**src/rtl/mmcm_drp_reconfig_ctrl.sv**
```systemverilog
// MMCM run-time reconfiguration sequencer: holds the MMCM in reset, applies a table of
// masked read-modify-write DRP accesses, releases reset and waits for lock.
module mmcm_drp_reconfig_ctrl #(
  parameter int TBL_AW       = 3,
  parameter int RST_SETTLE   = 8,
  parameter int DRP_TIMEOUT  = 255,
  parameter int LOCK_TIMEOUT = 65535
) (
  input  logic              sys_clk,
  input  logic              sys_rst,
  input  logic              tbl_we,
  input  logic [TBL_AW-1:0] tbl_addr,
  input  logic [6:0]        tbl_daddr,
  input  logic [15:0]       tbl_mask,
  input  logic [15:0]       tbl_data,
  input  logic [TBL_AW:0]   num_entries,
  input  logic              start,
  output logic              busy,
  output logic              done,
  output logic              error,
  output logic [1:0]        err_code,
  output logic              drp_den,
  output logic              drp_dwe,
  output logic [6:0]        drp_daddr,
  output logic [15:0]       drp_di,
  input  logic [15:0]       drp_do,
  input  logic              drp_drdy,
  output logic              mmcm_rst,
  input  logic              mmcm_locked
);
  localparam int DEPTH = 2**TBL_AW;
  localparam int MAX1  = (DRP_TIMEOUT > RST_SETTLE) ? DRP_TIMEOUT : RST_SETTLE;
  localparam int MAXC  = (LOCK_TIMEOUT > MAX1) ? LOCK_TIMEOUT : MAX1;
  localparam int CW    = $clog2(MAXC + 1);

  typedef enum logic [3:0] {
    S_IDLE, S_HOLD, S_RD, S_WAIT_RD, S_WR, S_WAIT_WR, S_RELEASE, S_WAIT_LOCK, S_DONE
  } state_t;

  state_t            state_q, state_d;
  logic [CW-1:0]     cnt_q, cnt_d;
  logic [TBL_AW-1:0] idx_q, idx_d;
  logic [TBL_AW:0]   num_q, num_d;
  logic [15:0]       rd_q, rd_d;
  logic              done_q, done_d;
  logic              error_q, error_d;
  logic [1:0]        code_q, code_d;
  logic              lock_meta_q, lock_s_q;

  logic [6:0]  mem_daddr [DEPTH];
  logic [15:0] mem_mask  [DEPTH];
  logic [15:0] mem_data  [DEPTH];

  always_ff @(posedge sys_clk) begin
    if (tbl_we && !busy) begin
      mem_daddr[tbl_addr] <= tbl_daddr;
      mem_mask[tbl_addr]  <= tbl_mask;
      mem_data[tbl_addr]  <= tbl_data;
    end
  end

  always_comb begin
    state_d = state_q;
    cnt_d   = cnt_q;
    idx_d   = idx_q;
    num_d   = num_q;
    rd_d    = rd_q;
    done_d  = 1'b0;
    error_d = error_q;
    code_d  = code_q;
    case (state_q)
      S_IDLE: if (start) begin
        num_d   = num_entries;
        idx_d   = '0;
        cnt_d   = '0;
        error_d = 1'b0;
        code_d  = 2'd0;
        if (num_entries == '0) done_d = 1'b1;
        else                   state_d = S_HOLD;
      end
      S_HOLD: begin
        if (cnt_q == CW'(RST_SETTLE - 1)) begin
          cnt_d   = '0;
          state_d = S_RD;
        end else cnt_d = cnt_q + CW'(1);
      end
      S_RD: begin
        cnt_d   = '0;
        state_d = S_WAIT_RD;
      end
      S_WAIT_RD: begin
        if (drp_drdy) begin
          rd_d    = drp_do;
          state_d = S_WR;
        end else if (cnt_q == CW'(DRP_TIMEOUT - 1)) begin
          error_d = 1'b1;
          code_d  = 2'd1;
          state_d = S_IDLE;
        end else cnt_d = cnt_q + CW'(1);
      end
      S_WR: begin
        cnt_d   = '0;
        state_d = S_WAIT_WR;
      end
      S_WAIT_WR: begin
        if (drp_drdy) begin
          idx_d   = idx_q + TBL_AW'(1);
          state_d = ({1'b0, idx_q} == num_q - (TBL_AW+1)'(1)) ? S_RELEASE : S_RD;
        end else if (cnt_q == CW'(DRP_TIMEOUT - 1)) begin
          error_d = 1'b1;
          code_d  = 2'd1;
          state_d = S_IDLE;
        end else cnt_d = cnt_q + CW'(1);
      end
      S_RELEASE: begin
        cnt_d   = '0;
        state_d = S_WAIT_LOCK;
      end
      // The first two cycles may still see a synchronised lock from before the reset.
      S_WAIT_LOCK: begin
        if (lock_s_q && cnt_q >= CW'(2)) begin
          done_d  = 1'b1;
          state_d = S_DONE;
        end else if (cnt_q == CW'(LOCK_TIMEOUT - 1)) begin
          error_d = 1'b1;
          code_d  = 2'd2;
          state_d = S_IDLE;
        end else cnt_d = cnt_q + CW'(1);
      end
      S_DONE:  state_d = S_IDLE;
      default: state_d = S_IDLE;
    endcase
  end

  always_ff @(posedge sys_clk) begin
    if (sys_rst) begin
      state_q     <= S_IDLE;
      cnt_q       <= '0;
      idx_q       <= '0;
      num_q       <= '0;
      rd_q        <= '0;
      done_q      <= 1'b0;
      error_q     <= 1'b0;
      code_q      <= 2'd0;
      lock_meta_q <= 1'b0;
      lock_s_q    <= 1'b0;
    end else begin
      state_q     <= state_d;
      cnt_q       <= cnt_d;
      idx_q       <= idx_d;
      num_q       <= num_d;
      rd_q        <= rd_d;
      done_q      <= done_d;
      error_q     <= error_d;
      code_q      <= code_d;
      lock_meta_q <= mmcm_locked;
      lock_s_q    <= lock_meta_q;
    end
  end

  // Outputs decode from registered state so a reset clears them all on the next cycle.
  assign busy      = (state_q != S_IDLE) && (state_q != S_DONE);
  assign mmcm_rst  = (state_q == S_HOLD) || (state_q == S_RD) || (state_q == S_WAIT_RD) ||
                     (state_q == S_WR) || (state_q == S_WAIT_WR);
  assign drp_den   = (state_q == S_RD) || (state_q == S_WR);
  assign drp_dwe   = (state_q == S_WR);
  assign drp_daddr = drp_den ? mem_daddr[idx_q] : 7'd0;
  assign drp_di    = drp_dwe ? ((rd_q & mem_mask[idx_q]) | (mem_data[idx_q] & ~mem_mask[idx_q])) : 16'd0;
  assign done      = done_q;
  assign error     = error_q;
  assign err_code  = code_q;
endmodule

```
**config.mk**
```make
export PLATFORM = sky130hd
export DESIGN_NAME = mmcm_drp_reconfig_ctrl
export DESIGN_NICKNAME = d
export VERILOG_FILES = /design/src/rtl/mmcm_drp_reconfig_ctrl.sv
export SDC_FILE = /design/constraint.sdc
export NUM_CORES = 1
export LEC_CHECK = 0
export BUFFER_PORTS_ARGS = -buffer_cell sky130_fd_sc_hd__buf_4
export CORE_UTILIZATION = 65
export DETAILED_ROUTE_END_ITERATION = 8
export HOLD_SLACK_MARGIN = 0.05
export PLACE_DENSITY = 0.92
export SYNTH_ARGS = -nofsm -noshare
export SYNTH_HDL_FRONTEND = slang
export SYNTH_SLANG_ARGS = --single-unit
```
**constraint.sdc**
```tcl
create_clock -name sys_clk -period 6.1 [get_ports sys_clk]
set_input_delay 0.61 -clock sys_clk [delete_from_list [all_inputs] [get_ports sys_clk]]
set_output_delay 0.61 -clock sys_clk [all_outputs]
set_load 0.05 [all_outputs]
```
Word level (Yosys, flattened, before mapping)
Memories as Yosys holds them, arrays and structs flattened. A register that Yosys moved wholly into a read port is not among the register bits.
Cells that the tools add are included.
- flip-flop bits (word level): 49
- latch bits: 0
- bits in writable memories: 312
- ROM bits: 0
- bits of input ports: 68
- output and inout port bits: 31
- logic and storage cells: 113
- memories: 3
- add/subtract/negate cells: 3
- multipliers: 0
- divide/modulo/power cells: 0
- $lt $le $gt $ge: 1
- equality and inequality tests: 23
- shifts and indexed selects: 0
- muxes and demuxes: 46
- bitwise gates (word level): 4
- reductions and logical operators: 23
- memories (memory ; depth ; width ; read ports ; clocked after Yosys merged registers in ; wr ports ; line ; source):
    mem_data ; 8 ; 16 ; 1 ; 1 ; 1 ; 52 ; logic [15:0] mem_data [DEPTH];
    mem_mask ; 8 ; 16 ; 1 ; 1 ; 1 ; 51 ; logic [15:0] mem_mask [DEPTH];
    mem_daddr ; 8 ; 7 ; 1 ; 1 ; 1 ; 50 ; logic [6:0] mem_daddr [DEPTH];
- operators with widths (operator ; count):
    $mux 16 ; 7
    $pmux 16 s5 ; 1
    $and 16x16->16 ; 2
    $mux 4 ; 8
    $pmux 4 s8 ; 1
    $mux 3 ; 9
    $ne 2x2->1 const B ; 9
    $add 16x1->16 const B ; 1
    $eq 16x16->1 const B ; 1
    $eq 16x3->1 const B ; 1
    $eq 16x8->1 const B ; 1
    $eq 4x3->1 const B ; 4
    $ge 16x2->1 const B ; 1
    $not 16->16 ; 1
    $or 16x16->16 ; 1
    $reduce_and 6->1 ; 2
    $mux 1 ; 10
    $mux 2 ; 5
    $eq 4x2->1 const B ; 2
    $logic_not 4->1 ; 2
    $mux 7 ; 1
    $pmux 2 s3 ; 1
    $pmux 3 s2 ; 1
    $logic_or 1x1->1 ; 5
    other kinds (20) ; 23

Longest topological paths before layout
Gate-level depths: netlist of run 1.
- depth in word-level cells: 6
- gate-level depth with buffers: 9

Worst setup path before layout of run 1
Ideal clock, no wire load.
- kind: register to register
- start: reg state_q[0]
- end: mem mem_daddr[1][0] (enable)
- setup time: 0.484 ns
- data arrival time: 3.580 ns
- setup slack: 2.036 ns
- stages on the path, launching flop included: 4
- path buffers: 0
- cell sequence: dfxtp_1 > nor3_1 > nand3_1 > nor3_1
- word-level cells in the longest chain between the ends: 6
- elaborated cells on any way between the ends: 7
- RTL lines (what ; line ; source):
    start: declaration ; 40 ; state_t state_q, state_d;
    start signal: assignment ; 148 ; state_q <= state_d;
    $ne 4x4->1 / $reduce_bool 4->1 (equally long branches) ; 162 ; assign busy = (state_q != S_IDLE) && (state_q != S_DONE);
    $logic_and 1x1->1 (*) ; 162 ;
    $logic_not 1->1 (*) ; 55 ; if (tbl_we && !busy) begin
    $logic_and 1x1->1 (*) ; 55 ;
    $mux 1 (*) ; 55 ;
    $mux 1 (not written as such) (*) ; 56 ; mem_daddr[tbl_addr] <= tbl_daddr;
    end: declaration ; 50 ;
Every way passes the cells marked *; elsewhere a longest branch is shown, timed or not.

==> reports/metrics.yaml, run 1 <==
synthCells: 839
reg2regPathDepth: 4
hold_path.class: "primary input to register"
yosys-top-cells-area: "edfxtp_1, mux4_2, dfxtp_1, mux2i_1, nor2_1"
hold_depth: 2
post-route-min-period_ps: 3890
ctsHoldBuffers: 0
max_freq_mhz: 257
vdd_ir_drop_max_uv: 318
grt_pass1_wl_mm: 53.2
path_cells: "mux4_2, mux2i_1, o21ai_0, a211oi_1, buf_4"
clock_latency_ps: 530
synth_edf_count: 312
worst-setup-path-type: "register to output pin"
rsz0062_at_grt: "no"
dr.first_iter.drc_count: 1015
vias: 8650
cts_root_buf: "clkbuf_16"
slew_headroom: 0.237
crit_path_start_kind: "register"
grt_pass1_vias: 8841
clock_skew_ps: 21.9
layout_common_cells: "edfxtp_1, buf_4, mux4_2, nand2_1"
path_clk_slew_ps: 60
clk_path_buf_depth: 3
post_drt_wl_per_cell_um: 28.5
cts_resized: 0
final.hold.worst_slack_ps: 315
syn2layout_area_growth_pct: 15.7
path_delay_family: "flip-flops"
drv_cap: 0
syn_area_um2: 14400
grt_antenna_before_repair: 0
dp_hpwl_mm: 18.5
cellPowerDensity_nw_per_um2: 331
r2r-start: "state_q[0]"
total_leakage_power_nw: 5.38
grt_max_degree: 79
drv_slew: 0
required_ps: 5490
dieHeight_um: 151
r2r_slack_ps: 3210
ant_nets: 0
grt.overflow.total: 0
wirelength_mm: 35.8
min_period_over_period: 0.638
ys.flop_type: "edfxtp_1"
place.port_buffers: 98
final.setup.tns_ps: 0
yosys.area.top_type: "edfxtp_1"
initial_core_util: 0.662
yosysSeqAreaShare: 0.721
critPathMaxFanout: 54
ys_ff_latch: 364
drt_pass1_iterations: 7
synth_nets: 911
syn_avg_cell_area_um2: 17.2
core_area_um2: 21800
worst_setup_path_end_kind: "output pin"
cts_tree: "yes"
hold_path_end: "lock_meta_q"
drive_above_1_share: 0.276
synthDominantCellAreaShare: 0.649
track_usage: 0.330
cp_slowest_cell: "dfxtp_4"
place_congestion: 0.867
post_cts_buffers: 0
async_reset_ff_frac: 0
final_net_count: 1019
htree_levels: 2
hold_violations: 0
critical_path_buf_inv_count: 1
diodes: 0
die-area_um2: 22800
die_x_um: 151
mostFrequentLayoutCell: "edfxtp_1"
io-pin-count: 99
synth_cell_types: 53
drc: 0
min_from: "mmcm_locked"
cts_buffers: 35
r2r_end: "mem_data[7][1]"
viasPerCell: 6.90
outcome: "complete, no violations"
cts_sinks: 364
critPathArrivalTime_ps: 3280
slowest_delay_ps: 1050
tightest_slew_ps: 1140
ys_warn_count: 0
setup_viol: 0
num_rows: 54
## layout make-up
type                            instances  area [µm²]
Sequential cell                       364       10400
Fill cell                            1096        5120
Multi-Input combinational cell        425        3870
Clock buffer                           45         945
Timing Repair Buffer                  113         848
Tap cell                              280         350
Clock inverter                         19         235
Inverter                                8        30.0
## per-layer routing
metal	up-vias	global-route usage	wire length, µm	part of all wire
met1	4323	0.419	12300	0.34
li1	3576	-	-	-
met4	0	0.122	1290	0.036
met2	640	0.578	18600	0.52
met5	-	0	0	0
met3	111	0.0512	3550	0.099
## logic make-up (layout without fill, tap and decap cells)
group | count (synthesis) | after routing | synth area share
AO/OA/AOI/OAI | 107 | 107 | 0.0473
XOR/XNOR | 6 | 6 | 0.00364
buffers and inverters | 50 | 185 | 0.0151
AND/OR/NAND/NOR | 206 | 206 | 0.0712
multiplexers | 102 | 102 | 0.138
flip-flops | 364 | 364 | 0.721
adder cells (fa/ha/maj) | 4 | 4 | 0.00347
## how the worst max path moves through the flow
stage,from,to,depth (start not counted)
detailed placement,register,drp_di[13],6
CTS,register,drp_di[13],6
global route,register,drp_di[13],6
finish,register,drp_di[11],5
global placement,register,drp_di[13],6
floorplan,state_q[0],mem_daddr[1][0],3
## worst register-to-register path, stage by stage (launching register included)
cell and delay [ps]:
dfxtp_1 450, nor3_1 540, nand3_1 450, nor2_4 490, buf_4 590
## cells in the mapped netlist (all sizes together) (9+ instances only)
| master | number |
|---|---|
| clkbuf | 25 |
| dfxtp | 52 |
| or4 | 9 |
| mux4 | 78 |
| nand3 | 11 |
| nand2 | 53 |
| nor2 | 56 |
| buf | 17 |
| a31oi | 10 |
| o21ai | 33 |
| mux2i | 22 |
| nor2b | 10 |
| nor3 | 26 |
| a21oi | 35 |
| edfxtp | 312 |
| a211oi | 10 |
## power by group
group / internal, mW / switching [mW] / total [mW]
sequential: 2.77 / 0.0641 / 2.83
clock: 1.29 / 0.945 / 2.23
combinational: 0.202 / 0.268 / 0.470
total: 4.25 / 1.28 / 5.53
## registers in the layout, summed over array words and instances, names as in the netlist, named ones only
name	flops
cnt_q	16
done	1
err_code	2
error	1
idx_q	3
lock_meta_q	1
lock_s_q	1
mem_daddr	56
mem_data	128
mem_mask	128
num_q	4
rd_q	16
state_q	4
## per-stage QoR
| stage | setup slack (ps) | util | instance area, µm² | cells | total power [mW] |
|---|---|---|---|---|---|
| floorplan | 2040 | - | 14400 | 839 | 3.18 |
| global placement | 2740 | 0.711 | 15500 | 1190 | 3.31 |
| detailed placement | 2660 | 0.711 | 15500 | 1190 | 3.33 |
| CTS | 2120 | 0.765 | 16700 | 1254 | 5.54 |
| global route | 1950 | 0.765 | 16700 | 1254 | 5.68 |
| finish | 2210 | 0.765 | 16700 | 1254 | 5.53 |
(Power assumes the default switching activity.)
==> run 2, diff against run 1 <==
--- a/config.mk
+++ b/config.mk
@@ -6,10 +6,10 @@
 export NUM_CORES = 1
 export LEC_CHECK = 0
 export BUFFER_PORTS_ARGS = -buffer_cell sky130_fd_sc_hd__buf_4
-export CORE_UTILIZATION = 65
+export CORE_UTILIZATION = 60
 export DETAILED_ROUTE_END_ITERATION = 8
 export HOLD_SLACK_MARGIN = 0.05
-export PLACE_DENSITY = 0.92
+export PLACE_DENSITY = 0.86
 export SYNTH_ARGS = -nofsm -noshare
 export SYNTH_HDL_FRONTEND = slang
 export SYNTH_SLANG_ARGS = --single-unit
==> constraint.sdc (replaced) <==
create_clock -name sys_clk -period 4 [get_ports sys_clk]
set_input_delay 0.4 -clock sys_clk [delete_from_list [all_inputs] [get_ports sys_clk]]
set_output_delay 0.4 -clock sys_clk [all_outputs]
set_load 0.05 [all_outputs]
==> run 2 against run 1 <==
Net effect:
- largest cell class unchanged
- global-route usage is 6.1 points lower
- sequential share of layout area shrank 0.47 points
- sequential cell count unchanged
- largest power group unchanged
- wire length shrank 11%
==> reports/metrics.yaml, run 2 (synthesis results as in run 1) <==
post_drt_wl_per_cell_um: 24.5  # -14%
topRoutingLayerUsed: "met4"
critical_path_buf_inv_count: 2  # +1
hold_violations: 0  # unchanged
dieHeight_um: 157  # +4.0%
fillers: 1417  # +29%
worst_setup_path_end_kind: "output pin"
met1Wirelength_mm: 12.2  # -0.62%
dp.cells: 1236  # +3.9%
met2_length_mm: 16.1  # -13%
vias: 8253  # -4.6%
post-route-min-period_ps: 3390
post_cts_buffers: 0  # unchanged
grt_pass1_vias: 8537  # -3.4%
cellPowerDensity_nw_per_um2: 495  # +50%
path_delay_family: "flip-flops"
syn2layout_area_growth_pct: 16.5
outcome: "complete, no violations"
final_net_count: 1028  # +0.88%
stdcell_count: 1302  # +3.8%
cts_root_buf: "clkbuf_16"
cts_resized: 0  # unchanged
crit_path_start_kind: "register"
max_freq_mhz: 295
track_usage: 0.269  # -0.0610
grt_pass1_wl_mm: 48.0  # -9.9%
required_ps: 3600  # -1890 ps
top_regs: "mem_data (128), mem_mask (128), mem_daddr (56)"
min_from: "mmcm_locked"
cts_buffers: 37  # +5.7%
clk_path_buf_depth: 3  # unchanged
ant_nets: 0  # unchanged
grt_max_degree: 63  # -20%
tightest_slew_ps: 1120  # -27.8 ps
cts_sinks: 364  # unchanged
clock_skew_ps: 17.3  # -4.66 ps
core_area_um2: 23500  # +7.9%
slowest_delay_ps: 740  # -310 ps
ctsHoldBuffers: 0  # unchanged
total_leakage_power_nw: 5.44  # +1.1%
die-area_um2: 24700  # +8.2%
grt.overflow.total: 0  # unchanged
htree_levels: 2  # unchanged
hold_path.class: "primary input to register"
dr.first_iter.drc_count: 874  # -14%
mostFrequentLayoutCell: "edfxtp_1"
clock_latency_ps: 530  # about the same
rsz0062_at_grt: "no"
setup_viol: 0  # unchanged
dp_hpwl_mm: 18.0  # -2.8%
initial_core_util: 0.613  # -0.0483
drv_cap: 0  # unchanged
worst-setup-path-type: "register to output pin"
wirelength_mm: 31.9  # -11%
dr_wl_met3_mm: 2.84  # -20%
die_x_um: 157  # +4.0%
path_clk_slew_ps: 60  # about the same
io-pin-count: 99  # unchanged
layout_common_cells: "edfxtp_1, buf_4, mux4_2, nand2_1, dfxtp_1"
place_congestion: 0.866  # about the same
r2r-start: "state_q[0]"
drive_above_1_share: 0.279  # +0.00256
place.port_buffers: 98  # unchanged
cts_tree: "yes"
vdd_ir_drop_max_uv: 384  # +21%
drv_slew: 0  # unchanged
drc: 0  # unchanged
diodes: 0  # unchanged
cp_common_cell: "buf_4"
cp_slowest_cell: "dfxtp_4"
min_period_over_period: 0.847
final.setup.tns_ps: 0  # unchanged
drt_pass1_iterations: 7  # unchanged
num_rows: 56  # +3.7%
grt_antenna_before_repair: 0  # unchanged
path_cells: "buf_4, mux4_2, mux2i_1, o21ai_0, a211oi_1, buf_4"
slew_headroom: 0.253  # +0.0163
critPathArrivalTime_ps: 2990  # -290 ps
critPathMaxFanout: 31  # -43%
viasPerCell: 6.34  # -8.1%
[run 2: cell types whose count changed in the layout (fill, tap and decap cells not counted), moves of 2 or more]
| cell | delta |
|---|---|
| clkinv_2 | +3 |
| clkinv_1 | +9 |
| nor3_4 | +2 |
| clkbuf_16 | +2 |
| clkbuf_1 | -4 |
| clkinvlp_4 | -4 |
| buf_12 | +2 |
| bufinv_16 | -2 |
| inv_6 | -4 |
| buf_4 | +5 |
| nor3_2 | -2 |
[run 2: metrics by stage]
step                utilization  setup WS (ps)  power (mW)  hold WS [ps]  area (µm²)
global route              0.715            444        8.57          87.5       16800
global placement          0.665           1190        5.07           427       15700
finish                    0.715            611        8.34          82.7       16800
detailed placement        0.665           1170        5.09           443       15700
floorplan                     -            392        4.84           414       14500
CTS                       0.715            561        8.38          70.9       16800
[run 2: layer usage]
metal	GRT usage	vias up
met5	0	-
met4	0.0957	0
met3	0.0559	54
met2	0.458	465
met1	0.345	4140
li1	-	3594
[run 2: area by class of cell]
cell class	count	area, µm²	area share
Clock inverter	24	199	0.0118
Inverter	8	30.0	0.00178
Tap cell	319	399	0.0237
Multi-Input combinational cell	425	3890	0.231
Timing Repair Buffer	120	926	0.0550
Sequential cell	364	10400	0.619
Clock buffer	42	966	0.0574
[run 2: power by group]
part	switching (mW)	leakage [nW]	internal (mW)	total (mW)
Clock	1.43	0.569	1.88	3.31
Sequential	0.0703	3.25	4.22	4.29
Combinational	0.416	1.63	0.319	0.735
[run 2: final timing paths]
kind / endpoint / slack (ps) / cells past startpoint
max reg2reg: mem_data[3][10] / 1210 / 4
min reg2reg: lock_s_q / 450 / 1
max: drp_di[11] / 610 / 6
min: lock_meta_q / 80 / 2
